===== config.mk =====
export PLATFORM = sky130hd
export DESIGN_NAME = alsu
export DESIGN_NICKNAME = d
export VERILOG_FILES = /design/src/rtl/alsu.sv
export SDC_FILE = /design/constraint.sdc
export NUM_CORES = 1
export LEC_CHECK = 0
export ABC_CLOCK_PERIOD_IN_PS = 2800
export CORE_ASPECT_RATIO = 0.6
export CORE_MARGIN = 4
export CORE_UTILIZATION = 45
export CTS_BUF_LIST = sky130_fd_sc_hd__clkbuf_2 sky130_fd_sc_hd__clkbuf_4 sky130_fd_sc_hd__clkbuf_8
export DETAILED_ROUTE_END_ITERATION = 8
export GPL_ROUTABILITY_DRIVEN = 0
export GPL_TIMING_DRIVEN = 0
export PLACE_DENSITY = 0.8
export REMOVE_ABC_BUFFERS = 1
export SETUP_SLACK_MARGIN = 0.2
export SLEW_MARGIN = 30
export SYNTH_ARGS = -nofsm -noshare
export SYNTH_HDL_FRONTEND = slang
export SYNTH_SLANG_ARGS = --single-unit

===== constraint.sdc =====
create_clock -name clk -period 2.8 [get_ports clk]
set_clock_uncertainty 0.2 [all_clocks]
set_input_delay 0.28 -clock clk [delete_from_list [all_inputs] [get_ports clk]]
set_output_delay 0.28 -clock clk [all_outputs]
set_load 0.03 [all_outputs]

===== src/rtl/alsu.sv =====
// Registered 3-bit arithmetic/logic/shift unit: inputs are captured, evaluated, then registered again.
// Invalid requests clear the result and blink the LED bank every cycle.
module alsu #(
    parameter string INPUT_PRIORITY = "A",
    parameter string FULL_ADDER     = "ON"
) (
    input  logic        clk,
    input  logic        rst,
    input  logic [2:0]  A,
    input  logic [2:0]  B,
    input  logic [2:0]  opcode,
    input  logic        cin,
    input  logic        serial_in,
    input  logic        direction,
    input  logic        red_op_A,
    input  logic        red_op_B,
    input  logic        bypass_A,
    input  logic        bypass_B,
    output logic [5:0]  out,
    output logic [15:0] leds
);

    localparam int unsigned OPNDW = 3;
    localparam int unsigned OUTW  = 6;
    localparam int unsigned LEDW  = 16;
    localparam bit          PRIO_A = (INPUT_PRIORITY != "B");
    localparam bit          FA_ON  = (FULL_ADDER == "ON");

    typedef enum logic [2:0] {
        OP_AND    = 3'b000,
        OP_XOR    = 3'b001,
        OP_ADD    = 3'b010,
        OP_MULT   = 3'b011,
        OP_SHIFT  = 3'b100,
        OP_ROTATE = 3'b101,
        OP_RSVD6  = 3'b110,
        OP_RSVD7  = 3'b111
    } op_e;

    logic [OPNDW-1:0] a_q, b_q;
    op_e              opcode_q;
    logic             cin_q, serial_q, dir_q;
    logic             red_a_q, red_b_q, byp_a_q, byp_b_q;
    logic [OUTW-1:0]  out_q, out_d;
    logic [LEDW-1:0]  leds_q, leds_d;
    logic             red_a, red_b, invalid;

    // Input capture stage and output registers
    always_ff @(posedge clk or negedge rst) begin
        if (!rst) begin
            a_q      <= '0;
            b_q      <= '0;
            opcode_q <= OP_AND;
            cin_q    <= 1'b0;
            serial_q <= 1'b0;
            dir_q    <= 1'b0;
            red_a_q  <= 1'b0;
            red_b_q  <= 1'b0;
            byp_a_q  <= 1'b0;
            byp_b_q  <= 1'b0;
            out_q    <= '0;
            leds_q   <= '0;
        end else begin
            a_q      <= A;
            b_q      <= B;
            opcode_q <= op_e'(opcode);
            cin_q    <= cin;
            serial_q <= serial_in;
            dir_q    <= direction;
            red_a_q  <= red_op_A;
            red_b_q  <= red_op_B;
            byp_a_q  <= bypass_A;
            byp_b_q  <= bypass_B;
            out_q    <= out_d;
            leds_q   <= leds_d;
        end
    end

    // Evaluation from registered inputs: bypass, then invalid, then opcode
    always_comb begin
        out_d   = '0;
        leds_d  = '0;
        red_a   = red_a_q & (~red_b_q | PRIO_A);
        red_b   = red_b_q & ~red_a;
        invalid = (opcode_q == OP_RSVD6) || (opcode_q == OP_RSVD7) ||
                  ((red_a_q | red_b_q) && (opcode_q != OP_AND) && (opcode_q != OP_XOR));

        if (byp_a_q | byp_b_q) begin
            out_d = (byp_a_q && (!byp_b_q || PRIO_A)) ? OUTW'(a_q) : OUTW'(b_q);
        end else if (invalid) begin
            leds_d = ~leds_q;
        end else begin
            case (opcode_q)
                OP_AND:    out_d = red_a ? OUTW'(&a_q) : (red_b ? OUTW'(&b_q) : OUTW'(a_q & b_q));
                OP_XOR:    out_d = red_a ? OUTW'(^a_q) : (red_b ? OUTW'(^b_q) : OUTW'(a_q ^ b_q));
                OP_ADD:    out_d = OUTW'(a_q) + OUTW'(b_q) + OUTW'(cin_q & FA_ON);
                OP_MULT:   out_d = OUTW'(a_q) * OUTW'(b_q);
                OP_SHIFT:  out_d = dir_q ? {out_q[OUTW-2:0], serial_q} : {serial_q, out_q[OUTW-1:1]};
                OP_ROTATE: out_d = dir_q ? {out_q[OUTW-2:0], out_q[OUTW-1]} : {out_q[0], out_q[OUTW-1:1]};
                default:   out_d = '0;
            endcase
        end
    end

    assign out  = out_q;
    assign leds = leds_q;

endmodule


======== After elaboration in Yosys (flattened, before gate mapping) ========
Index checks and enable logic that the tools add are counted.
storage, ports and cells
  output and inout port bits .............. 22
  input bits .............................. 18
  flip-flop bits (word level) ............. 38
  word-level logic and storage cells ...... 52
operators by class
  reduce and logical (&&, ||, !) cells .... 10
  muxes and demuxes ....................... 12
  add/sub/neg operators ................... 2
  eq/ne operators ......................... 8
  multiply operators ...................... 1
  bitwise operators ....................... 7
operators by type and width
  operator            number
  $pmux 6 s6          1
  $mux 16             2
  $mux 6              4
  $not 16->16         1
  $mux 3              5
  $eq 3x3->1 const B  4
  $eq 3x2->1 const B  2
  $mul 3x3->6         1
  $reduce_and 3->1    2
  $reduce_xor 3->1    2
  $add 4x1->5         1
  $add 3x3->4         1
  $and 3x3->3         1
  $eq 3x1->1 const B  1
  $logic_not 3->1     1
  $ne 3x1->1 const B  1
  $reduce_bool 3->1   1
  $xor 3x3->3         1
  $logic_and 1x1->1   2
  $logic_or 1x1->1    2
  $or 1x1->1          2
  $and 1x1->1         1
  $not 1->1           1

======== Logic depth before layout (Yosys ltp) ========
  word-level depth ........................ 7
  mapped depth ............................ 9
  depth with buffers taken out ............ 9

======== Worst setup path after synthesis ========
OpenSTA, ideal clock, no wires.
  path type ............................... reg-to-reg
  from .................................... register a_q[1]
  to ...................................... register out_q[3] (netlist: out[3])
  clock period less this slack ............ 2.334 ns
  setup time .............................. 0.119 ns
  data required time ...................... 2.481 ns
  slack ................................... 0.466 ns
  stages on the path, launching flop included .. 9
  path buffers ............................ 0
  arrival ................................. 2.015 ns
  cell sequence ........................... dfrtp_1 > ha_1 > xnor2_1 > ha_1 > ha_1 > fa_1 > nand2b_1 > a31oi_1 > nor2_1
between the ends
  cells in the longest elaborated chain, start to end .. 5
  elaborated cells on any way between the ends .. 6
  classes of those cells .................. add/sub (2); mul (1); mux (3)
RTL lines
  what                    line  source
  start, declared         40    logic [OPNDW-1:0] a_q, b_q;
  start signal, assigned  51    a_q <= '0;
  start signal, assigned  64    a_q <= A;
  $add 3x3->4             96    OP_ADD: out_d = OUTW'(a_q) + OUTW'(b_q) + OUTW'(cin_q & FA_ON);
  $add 4x1->5             96
  $pmux 6 s6 (*)          93    case (opcode_q)
  $mux 6 (*)              90    end else if (invalid) begin
  $mux 6 (*)              88    if (byp_a_q | byp_b_q) begin
  via out_d[3]            44    logic [OUTW-1:0] out_q, out_d;
  end signal, assigned    74    out_q <= out_d;
  end, declared           44
Mark *: on every way through the listed nets, which the timed path passes. The rest lies on a longest branch.

======== Final worst setup path ========
  from .................................... register b_q[1]
  to ...................................... register out_q[3] (netlist: out[3])
between the ends
  cells in the longest elaborated chain, start to end .. 5
  elaborated cells on any way between the ends .. 6
  classes of those cells .................. add/sub (2); mul (1); mux (3)
RTL lines
  what                    line  source
  start, declared         40
  start signal, assigned  52    b_q <= '0;
  start signal, assigned  65    b_q <= B;
  $add 3x3->4             96
  $add 4x1->5             96
  $pmux 6 s6 (*)          93
  $mux 6 (*)              90
  $mux 6 (*)              88
  via out_d[3]            44
Marks and branches as above.

==> out/qor.txt <==
====================================================================================
Depth of the critical timing path with buffers and inverters included .            8
CTS Buf Count .........................................................            5
Setup-failing EPs final ...............................................            0
Final number of hold-violating endpoints ..............................            0
Row count .............................................................           17
Detail-routed net length per standard cell ............................      15.9 um
Post-Synthesis Mean Instance Area .....................................     11.5 um2
Combinational Power Share .............................................        15.2%
Core region area ......................................................     3740 um2
Via count of the first global-routing pass ............................         1396
Worst path arrival time ...............................................      2.49 ns
Buf+Inv Stages, Crit Path .............................................            0
Top cell type's share of synthesized area .............................        53.4%
Leakage power of the design ...........................................      1.08 nW
Warnings from Yosys ...................................................            0
Crit path time final ..................................................      2.51 ns
Global-route congestion overflow total ................................            0
Level count of the clock H-tree .......................................            2
Path depth of the worst reg2reg path ..................................            8
Vias/cell .............................................................         5.33
Cell at the root of the clock tree .................................... sky130_fd_sc_hd__clkbuf_8
TritonCTS Sinks .......................................................           38
RSZ-0062 raised after global routing ..................................        false
Final Total Pwr .......................................................      1.37 mW
Overall track demand over capacity in global routing ..................        17.5%
Post-route clock period utilization ...................................        89.7%
Kind of critical path .................................................   reg -> reg
Area of the die .......................................................     5060 um2
Seq/Total Area, Yosys .................................................        53.4%
Dominant cells by area after synthesis ................................ sky130_fd_sc_hd__dfrtp_1 (53%), sky130_fd_sc_hd__ha_1 (8.4%), sky130_fd_sc_hd__nor2_1 (5.7%), sky130_fd_sc_hd__mux2i_1 (3.9%), sky130_fd_sc_hd__fa_1 (3.4%)
Total number of nets in the final design ..............................          233
End-of-flow core utilization ..........................................        63.6%
Number of different library cells in the post-synthesis netlist .......           36
Global-route track usage on met3 ......................................        7.04%
Reported max-cap violation count ......................................            0
Post-synthesis sequential element count ...............................           38
1st-iter DRT viols ....................................................           75
Power per standard cell area ..........................................   575 nW/um2
Most used cell along the critical path ................................ sky130_fd_sc_hd__ha_1
Crit path required time ...............................................      2.77 ns
Main combinational cell family by area after synthesis ................ simple AND/OR/NAND/NOR gates
CTS tree ..............................................................         done
Adder-cell share of the synthesized area ..............................        12.4%
Kind of capture point of the worst setup path .........................         flop
Compound-Gate Fraction of Synth Area ..................................        10.1%
Most crowded layer after global routing ...............................         met2
Maximum vdd drop ......................................................   0.000386 V
Initial antenna violation count .......................................            0
Power spent charging and discharging nets .............................       332 uW
Sum of negative setup slack ...........................................         0 ns
Sequential power share ................................................        44.7%
Maximum fanout count along the critical path ..........................            7
Switching Share .......................................................        24.3%
Async S/R FF share, synth .............................................         100%
Xor/xnor share of the synthesized area ................................        1.97%
Clock insertion delay at the later pin of the skew report .............      0.28 ns
First-pass GRT wire length ............................................      6730 um
Ordered list of cells on the worst path ............................... ha_1, xnor2_1, ha_1, ha_1, fa_1, nand2b_1, a31oi_1, nor2_1
Top-level port count ..................................................           40
Hold Crit Class .......................................................  in -> async
Simple-Gate Fraction of Synth Area ....................................        14.8%
Number of vias after detailed routing .................................         1321
Met1 track utilization from global routing ............................        23.1%
Synthesis-to-layout area growth .......................................        33.7%
Highest cell delay on the worst timing path ...........................      0.47 ns
DRC violations left ...................................................            0
Die Span Y ............................................................      56.7 um
Number of port buffers ................................................           39
Synth Flop Type ....................................................... sky130_fd_sc_hd__dfrtp_1
Routing usage on met2 .................................................        26.4%
ANT nets after route ..................................................            0
Mux contribution to synthesized area ..................................        5.20%
Slowest cell on the critical path ..................................... sky130_fd_sc_hd__dfrtp_2
Syn Inst Count ........................................................          155
Die Width .............................................................      89.2 um
Count of flip-flops with a built-in enable after synthesis ............            0
Routed WL .............................................................      3950 um
CTS clk-pin slew, worst paths .........................................      0.08 ns
Cell family with most CP delay ........................................  adder cells
Clock power frac ......................................................        40.1%
Startpoint kind of the worst setup timing path ........................         flop
Count of inserted antenna diode cells .................................            0
Largest net degree at the start of global routing .....................           29
Maximum operating frequency ...........................................    0.398 GHz
Post-synthesis instance area ..........................................     1780 um2
Outcome ............................................................... finished clean
Tightest hold margin ..................................................     0.201 ns
Ratio of cells with drive above 1 in the final layout .................        10.9%
Final critical-path setup slack .......................................     0.288 ns
Final-report max-slew violation count .................................            0
Internal portion of total power .......................................      1.04 mW
Slew at the pin closest to its max-slew limit .........................     0.560 ns
First-pass detailed-route iteration total .............................            4
Relative max-transition margin ........................................        62.7%
Detail Placement HPWL .................................................      2980 um
Cell type with the largest total area after synthesis ................. sky130_fd_sc_hd__dfrtp_1
Pre-CTS setup slack ...................................................     0.224 ns
CTS max path bufs .....................................................            2
Initial Util ..........................................................        47.6%
====================================================================================
## power groups by stage
stage          logic, mW  clock network [mW]  registers, mW
6_report           0.208               0.549          0.612
5_1_grt            0.228               0.583          0.617
4_1_cts            0.207               0.560          0.612
3_5_place_dp       0.205                   0          0.623
3_3_place_gp       0.193                   0          0.620
2_1_floorplan     0.0803                   0          0.646
## worst paths after layout
path,start,to,slack [ns]
max,b_q[1]$_DFF_PN0_,out[3]$_DFF_PN0_,0.29
min,rst,out[4]$_DFF_PN0_,0.20
max reg2reg,b_q[1]$_DFF_PN0_,out[3]$_DFF_PN0_,0.29
min reg2reg,leds[5]$_DFF_PN0_,leds[5]$_DFF_PN0_,0.22
max in group asynchronous,rst,b_q[2]$_DFF_PN0_,1.77
min in group clk,leds[5]$_DFF_PN0_,leds[5]$_DFF_PN0_,0.22
## routing by layer
metal | routed length (um) | up-vias
met5 | 0 | -
met4 | 10 | 0
met3 | 300 | 2
met2 | 1830 | 41
met1 | 1800 | 650
li1 | - | 628
## Yosys cell counts (2+ instances only)
| cell | n |
|---|---|
| sky130_fd_sc_hd__nand3_1 | 2 |
| sky130_fd_sc_hd__inv_1 | 2 |
| sky130_fd_sc_hd__dfrtp_1 | 38 |
| sky130_fd_sc_hd__a31oi_1 | 2 |
| sky130_fd_sc_hd__nand2_1 | 9 |
| sky130_fd_sc_hd__a21oi_1 | 5 |
| sky130_fd_sc_hd__mux2_2 | 2 |
| sky130_fd_sc_hd__xnor2_1 | 4 |
| sky130_fd_sc_hd__buf_4 | 2 |
| sky130_fd_sc_hd__nor4b_1 | 2 |
| sky130_fd_sc_hd__buf_2 | 3 |
| sky130_fd_sc_hd__nor2b_1 | 2 |
| sky130_fd_sc_hd__and2_1 | 5 |
| sky130_fd_sc_hd__o21ai_0 | 5 |
| sky130_fd_sc_hd__mux2i_1 | 7 |
| sky130_fd_sc_hd__nor3_1 | 3 |
| sky130_fd_sc_hd__fa_1 | 3 |
| sky130_fd_sc_hd__o221ai_1 | 2 |
| sky130_fd_sc_hd__nor2_1 | 27 |
| sky130_fd_sc_hd__ha_1 | 12 |
| sky130_fd_sc_hd__o22a_1 | 2 |
| sky130_fd_sc_hd__nand2b_1 | 2 |
## logic make-up (layout without fill, tap and decap cells)
logic type,count (synthesis),after routing
multiplexers,9,9
buffers and inverters,7,53
XOR/XNOR,4,4
AO/OA/AOI/OAI,26,26
adder cells (fa/ha/maj),16,16
flip-flops,38,38
AND/OR/NAND/NOR,55,55
## placed cells by master, fill, tap and decap left out, drive strengths merged, types with 2 or more instances in the layout
master and n:
nand2 10, xnor2 4, clkbuf 5, inv 2, and2 5, mux2 2
dfrtp 38, buf 4, mux2i 7, nand3 2, o21ai 6, nor4b 2
bufinv 2, nand2b 3, a31oi 3, o22a 2, a21oi 5, ha 12
nor3 3, clkdlybuf4s50 38, fa 3, nor2 27, nor2b 2, o221ai 2
## registers in the layout, summed over array words and instances (netlist names)
signal / flops
red_b_q: 1
serial_q: 1
opcode_q: 3
out: 6
leds: 16
red_a: 1
cin_q: 1
b_q: 3
dir_q: 1
byp_a_q: 1
byp_b_q: 1
a_q: 3
## through the flow
stage / cell area, um2 / instances
4_1_cts: 2360 / 246
3_3_place_gp: 2200 / 236
2_1_floorplan: 1750 / 150
6_report: 2380 / 248
5_1_grt: 2380 / 248
3_5_place_dp: 2210 / 237
## timing repair
action / in CTS / in global routing
setup buffers: 0 / 2
hold endpoints to repair: 38 / 0
hold buffers: 1 / 0
setup endpoints to repair: 0 / 1
gates resized for setup: 0 / 2
## layout make-up
type,count,area (um2)
clock buffer,5,68.8
clock inverter,3,68.8
fill,296,1360
inverter,2,7.51
multi-input combinational,110,792
sequential,38,953
tap,47,58.8
timing repair buffer,43,430
Note: power is estimated with default switching activity, not from simulation.
